## config.mk

```make
export PLATFORM = sky130hd
export DESIGN_NAME = gpio_req_responder
export DESIGN_NICKNAME = d
export VERILOG_FILES = /design/src/rtl/gpio_req_pkg.sv /design/src/rtl/gpio_sync.sv /design/src/rtl/gpio_req_responder.sv
export SDC_FILE = /design/constraint.sdc
export NUM_CORES = 1
export LEC_CHECK = 0
export CAP_MARGIN = 20
export CELL_PAD_IN_SITES_DETAIL_PLACEMENT = 2
export CELL_PAD_IN_SITES_GLOBAL_PLACEMENT = 2
export CORE_MARGIN = 1.5
export CORE_UTILIZATION = 30
export DETAILED_ROUTE_END_ITERATION = 12
export PLACE_DENSITY_LB_ADDON = 0.1
export REMOVE_ABC_BUFFERS = 1
export SLEW_MARGIN = 20
export SYNTH_ARGS = -nofsm -noshare
export SYNTH_HDL_FRONTEND = slang
export SYNTH_SLANG_ARGS = --single-unit
```

## constraint.sdc

```tcl
create_clock -name clk -period 14.9 [get_ports clk]
set_clock_uncertainty 0.15 [all_clocks]
set_input_delay 2.98 -clock clk [delete_from_list [all_inputs] [get_ports clk]]
set_output_delay 2.98 -clock clk [all_outputs]
set_load 0.01 [all_outputs]
```

## src/rtl/gpio_req_pkg.sv

```systemverilog
// ============================================================================
// Module : gpio_req_pkg
// Brief  : Shared address map, word stride and FSM states for gpio_req_responder.
// Rev    : 1.0  initial release
// ============================================================================
`default_nettype none

package gpio_req_pkg;

  localparam logic [15:0] OUT_BASE    = 16'h0000;
  localparam logic [15:0] IN_BASE     = 16'h1000;
  localparam int          WORD_STRIDE = 4;

  typedef enum logic [0:0] {
    ST_IDLE = 1'b0,
    ST_RESP = 1'b1
  } state_e;

  // True when addr is word-aligned and falls on one of nwords words above base.
  function automatic logic in_region(input logic [15:0] addr,
                                     input logic [15:0] base,
                                     input int          nwords);
    int off;
    off = int'({16'h0000, addr}) - int'({16'h0000, base});
    return (off >= 0) && (off < nwords * WORD_STRIDE) && (addr[1:0] == 2'b00);
  endfunction

  function automatic int word_index(input logic [15:0] addr,
                                    input logic [15:0] base);
    int off;
    off = int'({16'h0000, addr}) - int'({16'h0000, base});
    return off / WORD_STRIDE;
  endfunction

endpackage

`default_nettype wire

```

## src/rtl/gpio_sync.sv

```systemverilog
// ============================================================================
// Module : gpio_sync
// Brief  : Two-flop synchronizer for asynchronous GPIO input pins.
// Rev    : 1.0  initial release
// ============================================================================
`default_nettype none

module gpio_sync #(
  parameter int WIDTH = 128
) (
  input  logic             clk,
  input  logic             reset,
  input  logic [WIDTH-1:0] d_i,
  output logic [WIDTH-1:0] q_o
);

  logic [WIDTH-1:0] meta_q;
  logic [WIDTH-1:0] sync_q;

  always_ff @(posedge clk or posedge reset) begin
    if (reset) begin
      meta_q <= '0;
      sync_q <= '0;
    end else begin
      meta_q <= d_i;
      sync_q <= meta_q;
    end
  end

  assign q_o = sync_q;

endmodule

`default_nettype wire

```

## src/rtl/gpio_req_responder.sv

```systemverilog
// ============================================================================
// Module : gpio_req_responder
// Brief  : Request/response register port onto GPIO output and input pin banks.
//          Define GPIO_INPUT_SYNC_EN to route gpio_in through a 2-flop synchronizer.
// Rev    : 1.0  initial release
// ============================================================================
`default_nettype none

module gpio_req_responder
  import gpio_req_pkg::*;
#(
  parameter int IWIDTH = 128,
  parameter int OWIDTH = 128,
  parameter int DW     = 32
) (
  input  logic              clk,
  input  logic              reset,
  input  logic              req_valid,
  output logic              req_ready,
  input  logic              req_write,
  input  logic [15:0]       req_addr,
  input  logic [DW-1:0]     req_data,
  output logic              resp_valid,
  input  logic              resp_ready,
  output logic [DW-1:0]     resp_data,
  output logic              resp_err,
  input  logic [IWIDTH-1:0] gpio_in,
  output logic [OWIDTH-1:0] gpio_out
);

  localparam int OWORDS = OWIDTH / DW;
  localparam int IWORDS = IWIDTH / DW;

  state_e            state_q, state_d;
  logic [OWIDTH-1:0] gpio_out_q, gpio_out_d;
  logic [DW-1:0]     resp_data_q, resp_data_d;
  logic              resp_err_q, resp_err_d;
  logic [IWIDTH-1:0] gpio_in_s;
  logic              out_hit, in_hit;
  int                out_idx, in_idx;

`ifdef GPIO_INPUT_SYNC_EN
  gpio_sync #(.WIDTH(IWIDTH)) u_gpio_sync (
    .clk   (clk),
    .reset (reset),
    .d_i   (gpio_in),
    .q_o   (gpio_in_s)
  );
`else
  assign gpio_in_s = gpio_in;
`endif

  always_ff @(posedge clk or posedge reset) begin
    if (reset) begin
      state_q     <= ST_IDLE;
      gpio_out_q  <= '0;
      resp_data_q <= '0;
      resp_err_q  <= 1'b0;
    end else begin
      state_q     <= state_d;
      gpio_out_q  <= gpio_out_d;
      resp_data_q <= resp_data_d;
      resp_err_q  <= resp_err_d;
    end
  end

  always_comb begin
    state_d     = state_q;
    gpio_out_d  = gpio_out_q;
    resp_data_d = resp_data_q;
    resp_err_d  = resp_err_q;
    req_ready   = 1'b0;
    resp_valid  = 1'b0;
    out_hit     = in_region(req_addr, OUT_BASE, OWORDS);
    in_hit      = in_region(req_addr, IN_BASE, IWORDS);
    out_idx     = word_index(req_addr, OUT_BASE);
    in_idx      = word_index(req_addr, IN_BASE);

    case (state_q)
      ST_IDLE: begin
        req_ready = 1'b1;
        if (req_valid) begin
          state_d     = ST_RESP;
          resp_data_d = '0;
          resp_err_d  = 1'b0;
          // Writes land in gpio_out on the accepting edge; reads snapshot now.
          if (out_hit) begin
            for (int k = 0; k < OWORDS; k++) begin
              if (out_idx == k) begin
                if (req_write) gpio_out_d[k*DW +: DW] = req_data;
                else           resp_data_d = gpio_out_q[k*DW +: DW];
              end
            end
          end else if (in_hit) begin
            for (int k = 0; k < IWORDS; k++) begin
              if (in_idx == k && !req_write) resp_data_d = gpio_in_s[k*DW +: DW];
            end
          end else begin
            resp_err_d = 1'b1;
          end
        end
      end
      ST_RESP: begin
        resp_valid = 1'b1;
        if (resp_ready) state_d = ST_IDLE;
      end
      default: state_d = ST_IDLE;
    endcase
  end

  assign gpio_out  = gpio_out_q;
  assign resp_data = resp_data_q;
  assign resp_err  = resp_err_q;

endmodule

`default_nettype wire

```

Word level (Yosys, flattened, before mapping)
Index checks and enable logic that the tools add are counted.
{ "totals": {"regBits": 162, "inputBits": 181, "wordCells": 60} }
{ "classes": {"addsub": 2, "n_lt_le_gt_ge": 4, "n_eq_ne": 6, "n_mux": 21, "n_bitwise": 2, "n_reduce_logical": 18} }
{ "ops": {"columns": ["operator", "count"], "rows": [
  ["$mux W32", 14],
  ["$eq A32 B3 Y1 const B", 2],
  ["$logic_not A32 Y1", 2],
  ["$add A32 B1 Y32", 1],
  ["$eq A32 B2 Y1 const B", 1],
  ["$ge A32 B1 Y1 const B", 1],
  ["$lt A32 B6 Y1 const B", 1],
  ["$eq A14 B3 Y1 const B", 2],
  ["$reduce_and A5 Y1", 4],
  ["$sub A16 B13 Y17 const B", 1],
  ["$ge A16 B1 Y1 const B", 1],
  ["$lt A16 B5 Y1 const B", 1],
  ["$eq A14 B2 Y1 const B", 1],
  ["$logic_and A1 B1 Y1", 8],
  ["$mux W1", 6],
  ["$logic_not A2 Y1", 1],
  ["$pmux W1 S2", 1],
  ["$reduce_and A2 Y1", 1],
  ["$reduce_or A2 Y1", 1],
  ["$and A1 B1 Y1", 1],
  ["$logic_not A1 Y1", 1],
  ["$not A1 Y1", 1]
]} }

Longest topological paths before layout
Gate-level depths: netlist of the first run.
{ "depth": {"word_depth": 12, "depth_mapped": 16} }

Least setup slack after synthesis of the first run
No wires, ideal clock.
{ "synth_path": {"path_type": "input to register", "from": "input req_addr[13]", "to": "register resp_data_q[0] (netlist: resp_data[0])", "setup_time_ps": 95, "t_arrival_ps": 5717, "slack_ps": 8938, "cell_stages": 16, "path_buffers": 2, "cell_sequence": "inv_1 ha_1 nor3b_2 nor2b_1 ha_1 and4_1 clkbuf_1 nand4_1 nor4_1 nand2_1 ha_1 nand2_1 nor4_1 o211ai_1 buf_2 o31ai_1"} }
{ "synth_via": {"elab_chain_len": 11, "word_cells_on_any_way": 36, "classes_between": "add/sub: 2; order compare: 4; eq/ne: 6; mux: 13; bitwise: 1; reduce/logical: 10"} }
{ "synth_rtl": {"columns": ["item", "line", "text"], "rows": [
  ["start, declared", "gpio_req_responder.sv:21", "input logic [15:0] req_addr,"],
  ["$sub A16 B13 Y17", "gpio_req_pkg.sv:24, gpio_req_pkg.sv:31", null],
  ["$and A1 B1 Y1 (no line)", null, null],
  ["$add A32 B1 Y32 (no line)", null, null],
  ["$logic_not A32 Y1", "gpio_req_responder.sv:96", "if (in_idx == k && !req_write) resp_data_d = gpio_in_s[k*DW +: DW];"],
  ["$logic_and A1 B1 Y1", "gpio_req_responder.sv:96", null],
  ["$mux W32 (4 in series)", "gpio_req_responder.sv:96", null],
  ["$mux W32", "gpio_req_responder.sv:94", "end else if (in_hit) begin"],
  ["$mux W32 (*)", "gpio_req_responder.sv:87", "if (out_hit) begin"],
  ["end signal, assigned", "gpio_req_responder.sv:62", "resp_data_q <= resp_data_d;"],
  ["end, declared", "gpio_req_responder.sv:36", "logic [DW-1:0] resp_data_q, resp_data_d;"]
]} }
Every way passes the cells marked *; elsewhere a longest branch is shown, timed or not.
A chain may end at the register's enable or synchronous reset.

Worst setup path after layout of the first run
{ "layout_path": {"from": "input req_addr[12]", "to": "register resp_data_q[22] (netlist: resp_data[22])"} }
The elaborated chain is that of the path after synthesis.

==> results of run 1 <==
[through the flow]
| stage | cells | power (uW) | hold WS, ns | area [um2] |
|---|---|---|---|---|
| 5_1_grt | 1286 | 1050 | 0.391 | 12700 |
| 3_3_place_gp | 1254 | 577 | 0.338 | 12200 |
| 6_report | 1286 | 1010 | 0.367 | 12700 |
| 2_1_floorplan | 524 | 497 | 0.367 | 8140 |
| 3_5_place_dp | 1254 | 581 | 0.355 | 12200 |
| 4_1_cts | 1286 | 1030 | 0.373 | 12700 |
[cells in the final DEF, fill, tap and decap left out, types with 2 or more instances in the layout]
master | netlist | routed
clkbuf_16 | 0 | 17
buf_4 | 0 | 9
mux2_1 | 65 | 65
ha_2 | 0 | 2
dfrtp_1 | 162 | 162
buf_2 | 18 | 2
nor4_1 | 3 | 3
a31o_2 | 2 | 2
clkinvlp_4 | 0 | 4
nor3_1 | 4 | 4
nor2_1 | 2 | 2
inv_1 | 4 | 3
and4_1 | 2 | 2
nand4_1 | 4 | 4
mux2_2 | 63 | 63
xnor2_1 | 4 | 4
inv_6 | 0 | 6
a22oi_1 | 32 | 32
inv_8 | 0 | 3
clkdlybuf4s50_1 | 0 | 341
nand3_1 | 37 | 36
nor2b_1 | 4 | 3
mux4_2 | 64 | 64
ha_1 | 8 | 6
nand2_1 | 10 | 9
o31ai_1 | 33 | 33
xor2_1 | 3 | 3
[final timing paths]
path                            cells past startpoint    startpoint  slack [ns]            end
worst max-delay path                               16  req_addr[12]        8.04  resp_data[22]
worst min-delay path                                2  resp_data[6]        0.37   resp_data[6]
worst max register to register                      6       state_q       11.70  resp_data[18]
worst min register to register                      2  resp_data[6]        0.37   resp_data[6]
max in group asynchronous                           3         reset       10.15   gpio_out[27]
min in group asynchronous                           2         reset        2.95  gpio_out[108]
[cell families after synthesis]
family / count (synthesis)
xor+xnor: 7
fa+ha+maj: 8
compound gates: 74
mux: 193
simple gates: 76
buf+inv: 53
flops: 162
[worst min-delay path, stage by stage (launching register included)]
cell	delay, ns
dfrtp_1	0.35
a22oi_1	0.08
o31ai_1	0.06
[layout make-up]
class / count / area [um2]
clock inverters: 14 / 143
inverters: 4 / 20.0
flip-flops and latches: 162 / 4050
fillers: 2694 / 14900
repair buffers: 352 / 3490
multi-input cells: 358 / 4120
clock buffers: 18 / 429
well taps: 378 / 473
[per-layer routing]
layer  vias up  share of wire [%]  track usage [%]
li1       2897                  -                -
met1      3509                 39             26.9
met2       186                 55             43.5
met3        27                4.8             5.37
met4         0                1.4             6.16
met5         -                  0                0
[synthesized netlist by cell type (all sizes together) (2+ instances only)]
library cell  instances
mux4                 64
xor2                  3
a31o                  2
a22oi                32
nor2b                 4
nand2                10
buf                  30
o31ai                33
xnor2                 4
nor3b                 2
ha                    8
inv                   4
nor4                  4
clkbuf               19
nand4                 5
nand3                37
and4                  2
dfrtp               162
nor2                  2
nor3                  5
mux2                128
[sequential cells by signal, indices dropped and copies added, names as in the netlist]
| register | cells |
|---|---|
| gpio_out | 128 |
| resp_data | 32 |
| resp_err | 1 |
| state_q | 1 |
[power by group]
part	leakage (uW)	internal, uW	switching (uW)
Sequential	0.00226	440	1.27
Combinational	0.00286	70.1	59.1
Clock	0.000270	236	207
Total	0.00539	746	267
==> flow_summary_export.csv, run 1 <==
group,metric,value,unit
run_status,status,"complete, no violations",
final_layout,diodes,0,
logic_synthesis,synth_top_family_by_area,"multiplexers",
worst_setup_path,worst_setup_path_start_kind,"input port",
die,initial_utilization,30.4,%
logic_synthesis,synth_seq_area_share,48.3,%
final_layout,area_delta_synth_final,51.7,%
drt,vias,6619,
final_layout,final_nets,1084,
drt,routedWlPerCell,25.7,um
final_layout,post-route-util,46.1,%
worst_setup_path,path_max_fanout,32,
sta,min_period_over_period,46.1,%
logic_synthesis,ys_ff_latch,162,
die,pin_count,344,
final_layout,drive_gt1_share,20.4,%
place,dp_hpwl,23.0,mm
clock_network,ctsResizeCount,0,
global_routing,antenna_found_initial,1,
logic_synthesis,synth_flop_cell,"dfrtp_1",
sta,worst_pin_slew,1.00,ns
flow_run,maxCapViolations,0,
global_routing,overflow,0,
logic_synthesis,yosys.cell_types.count,41,
place,pre_cts_slack,7.61,ns
sta,relSlewSlack,33.2,%
clock_network,cts_tree,"yes",
pwr,powerDensity,79.6,nW/um2
logic_synthesis,synthMuxAreaShare,34.5,%
worst_setup_path,crit_slowest_cell,"clkdlybuf4s50_1",
logic_synthesis,post-synth-top-area-cell,"dfrtp_1",
logic_synthesis,yosys.area_share.simple,5.54,%
worst_setup_path,end_kind,"flop",
sta,fin_setup_tns,0,ns
worst_setup_path,worstPathArrival,7.04,ns
logic_synthesis,synth_area,8400,um2
worst_setup_path,cp_cell_sequence,"clkdlybuf4s50_1 -> inv_1 -> ha_1 -> nor3b_2 -> nor2b_1 -> ha_2 -> ha_2 -> nand4_1 -> nor3_1 -> nand2_1 -> ha_1 -> nand2_1 -> nor4_1 -> o211ai_1 -> buf_4 -> o31ai_1",
die,chipHeight,170,um
logic_synthesis,syn_inst,573,
clock_network,cts_max_path_buffers,2,
die,die_area,29000,um2
global_routing,grt_pass1_wl,49.6,mm
logic_synthesis,synth_xor_area_share,0.730,%
drt,drt_wl_total,33.0,mm
worst_setup_path,slowest_delay,0.59,ns
die,die_w,170,um
clock_network,numCtsBuffers,17,
logic_synthesis,ys_top_cells_by_area,"dfrtp_1, mux4_2, mux2_1",
die,coreArea,27600,um2
logic_synthesis,yosys.area_share.adder,1.19,%
place,io_buffers,343,
drt,dr.pass1.iters,4,
clock_network,root_buffer,"clkbuf_16",
clock_network,cts_sinks,162,
clock_network,clk_latency,0.44,ns
clock_network,cts.clk_slew.worst_paths,0.08,ns
sta,setup_viol,0,
sta,hold_viol,0,
drt,drt-initial-drc-count,289,
logic_synthesis,syn_area_per_cell,14.7,um2
clock_network,holdBufCountCts,0,
logic_synthesis,synth_compound_area_share,6.62,%
worst_setup_path,cp_top_family,"simple AND/OR/NAND/NOR gates",
drt,ant_nets,0,
sta,fmax,146,MHz
sta,slew_viol_final,0,
place,place_congestion,0.790,
worst_setup_path,cp_num_buf_inv,3,
worst_hold_path,worstHoldPathType,"reg -> reg",
logic_synthesis,synth_edf_count,0,
pwr,ir_drop,0.0000666,V
worst_setup_path,crit_type,"in -> reg",
drt,drcViolationCount,0,
die,rows,61,
sta,setup_ws,8.04,ns
worst_setup_path,cp.required,15.07,ns
logic_synthesis,yosysTopAreaCellShare,48.3,%
global_routing,grt_usage,23.4,%
drt,avgViaCountPerCell,5.15,
logic_synthesis,yosysWarnings,0,
logic_synthesis,async_reset_ff_share,100,%
global_routing,grt_max_degree,99,
sta,fin_crit,6.86,ns
pwr,power_leakage,0.00539,uW
clock_network,post_cts_buffers,0,
clock_network,htree_num_levels,4,
sta,grt_setup_unrepaired,"no",
global_routing,grt_pass1_vias,7787,
Note: power is estimated with default switching activity, not from simulation.
==> run 2: changes to the inputs <==
- CORE_UTILIZATION: 30 -> 25
- clock period: 14.9 -> 6.15 ns (I/O delays scaled with it)
==> run 2 against run 1 <==
Effect of this change: combinational power rose by 150%; register-to-register slack worse by 8.3 ns; sequential power grew 140%; clock power is 140% higher; power increased by 140%; hold slack hardly changed; non-clock buffer count increased by 7; first-iteration DRC count increased by 8.3%; wire length rose by 6.8%; critical endpoint is now resp_data[31]; largest power group is now registers.
==> flow_summary_export.csv, run 2 (synthesis gave the netlist of run 1 again) <==
group,metric,value,unit
clock_network,ctsResizeCount,0,
place,dp_hpwl,25.2,mm
sta,min_period_over_period,82.2,%
sta,setup_viol,0,
die,coreArea,32800,um2
clock_network,post_cts_buffers,0,
worst_setup_path,worstPathArrival,5.23,ns
die,initial_utilization,25.6,%
global_routing,grt_pass1_wl,52.1,mm
final_layout,area_delta_synth_final,53.4,%
sta,worst_pin_slew,1.06,ns
sta,whs,0.367,ns
final_layout,final_nets,1091,
sta,fmax,198,MHz
global_routing,antenna_found_initial,1,
clock_network,numCtsBuffers,17,
drt,avgViaCountPerCell,4.97,
final_layout,regArea,4050,um2
worst_setup_path,end_kind,"flop",
sta,hold_viol,0,
place,io_buffers,343,
place,pre_cts_slack,0.601,ns
worst_setup_path,path_max_fanout,19,
drt,ant_nets,0,
sta,setup_ws,1.09,ns
drt,vias,6744,
final_layout,mostFrequentLayoutCell,"clkdlybuf4s50_1",
drt,routedWlPerCell,25.9,um
final_layout,multi_input_area,4120,um2
final_layout,fillers,3333,
die,die_area,34700,um2
place,place_congestion,0.813,
final_layout,post-route-util,39.3,%
worst_setup_path,crit_type,"in -> reg",
clock_network,htree_num_levels,4,
global_routing,grt_pass1_vias,7989,
sta,relSlewSlack,29.3,%
die,pin_count,344,
global_routing,grt_max_degree,89,
drt,dr.pass1.iters,4,
sta,slew_viol_final,0,
pwr,ir_drop,0.000190,V
die,chipHeight,186,um
clock_network,cts_tree,"yes",
sta,fin_setup_tns,0,ns
die,rows,66,
pwr,power_leakage,0.00543,uW
clock_network,cts.clk_slew.worst_paths,0.07,ns
sta,fin_crit,5.06,ns
worst_setup_path,cp.required,6.32,ns
clock_network,cts_sinks,162,
clock_network,holdBufCountCts,0,
sta,grt_setup_unrepaired,"no",
global_routing,grt_usage,20.9,%
global_routing,overflow,0,
worst_hold_path,worstHoldPathType,"reg -> reg",
clock_network,cts_max_path_buffers,2,
final_layout,mostFrequentLayoutCells,"clkdlybuf4s50_1, dfrtp_1, mux2_1",
final_layout,drive_gt1_share,20.9,%
final_layout,largest_reg_flops,128,
run_status,status,"complete, no violations",
pwr,powerDensity,191,nW/um2
clock_network,root_buffer,"clkbuf_16",
drt,drt-initial-drc-count,313,
flow_run,maxCapViolations,0,
clock_network,clk_latency,0.44,ns
drt,drcViolationCount,0,
die,die_w,186,um
worst_setup_path,worst_setup_path_start_kind,"input port",
drt,drt_wl_total,35.2,mm
run 2: layer usage:
| layer | vias to the layer above | wire (um) | GRT usage, % | part of all wire [%] |
|---|---|---|---|---|
| li1 | 2906 | - | - | - |
| met1 | 3569 | 14300 | 25.5 | 41 |
| met2 | 236 | 17500 | 35.6 | 50 |
| met3 | 33 | 2740 | 6.44 | 7.8 |
| met4 | 0 | 648 | 6.26 | 1.8 |
| met5 | - | 0 | 0 | 0 |
run 2: worst max-delay path, stage by stage:
cell	delay [ns]
clkdlybuf4s50_1	0.57
inv_1	0.20
ha_1	0.24
nor3b_2	0.42
nor2b_1	0.19
ha_2	0.21
and4_1	0.31
nand4_1	0.15
nor4_1	0.27
nand2_1	0.11
ha_1	0.32
nand2_1	0.06
nor4_1	0.20
o211ai_1	0.18
buf_4	0.26
o31ai_1	0.31
run 2: report_power, final:
part           switching (uW)  internal, uW  leakage (uW)
Combinational             149           172       0.00290
Sequential               3.30          1070       0.00226
Clock                     490           578      0.000275
Total                     642          1820       0.00543
run 2: stage by stage:
| step | cells | total power, uW | instance area, um2 |
|---|---|---|---|
| after global placement | 1325 | 1410 | 12300 |
| final | 1358 | 2460 | 12900 |
| after CTS | 1357 | 2500 | 12900 |
| after detailed placement | 1325 | 1420 | 12300 |
| after global routing | 1358 | 2560 | 12900 |
| after floorplan | 524 | 1200 | 8140 |
run 2: final cells by class:
cell class                      instances  share of cell area, %
Multi-Input combinational cell        358                   32.0
Sequential cell                       162                   31.5
Timing Repair Buffer                  359                   27.6
Tap cell                              442                   4.29
Clock buffer                           20                   3.47
Clock inverter                         12                  0.971
Inverter                                4                  0.155
Antenna cell                            1                 0.0194
run 2: worst paths after layout:
path,from,to,slack [ns],cells past startpoint
worst max-delay path,req_addr[12],resp_data[31],1.09,16
worst min-delay path,gpio_out[76],gpio_out[76],0.37,1
worst max register to register,state_q,gpio_out[23],3.40,6
worst min register to register,gpio_out[76],gpio_out[76],0.37,1
max in group asynchronous,reset,gpio_out[90],3.57,3
min in group asynchronous,reset,gpio_out[50],1.16,2
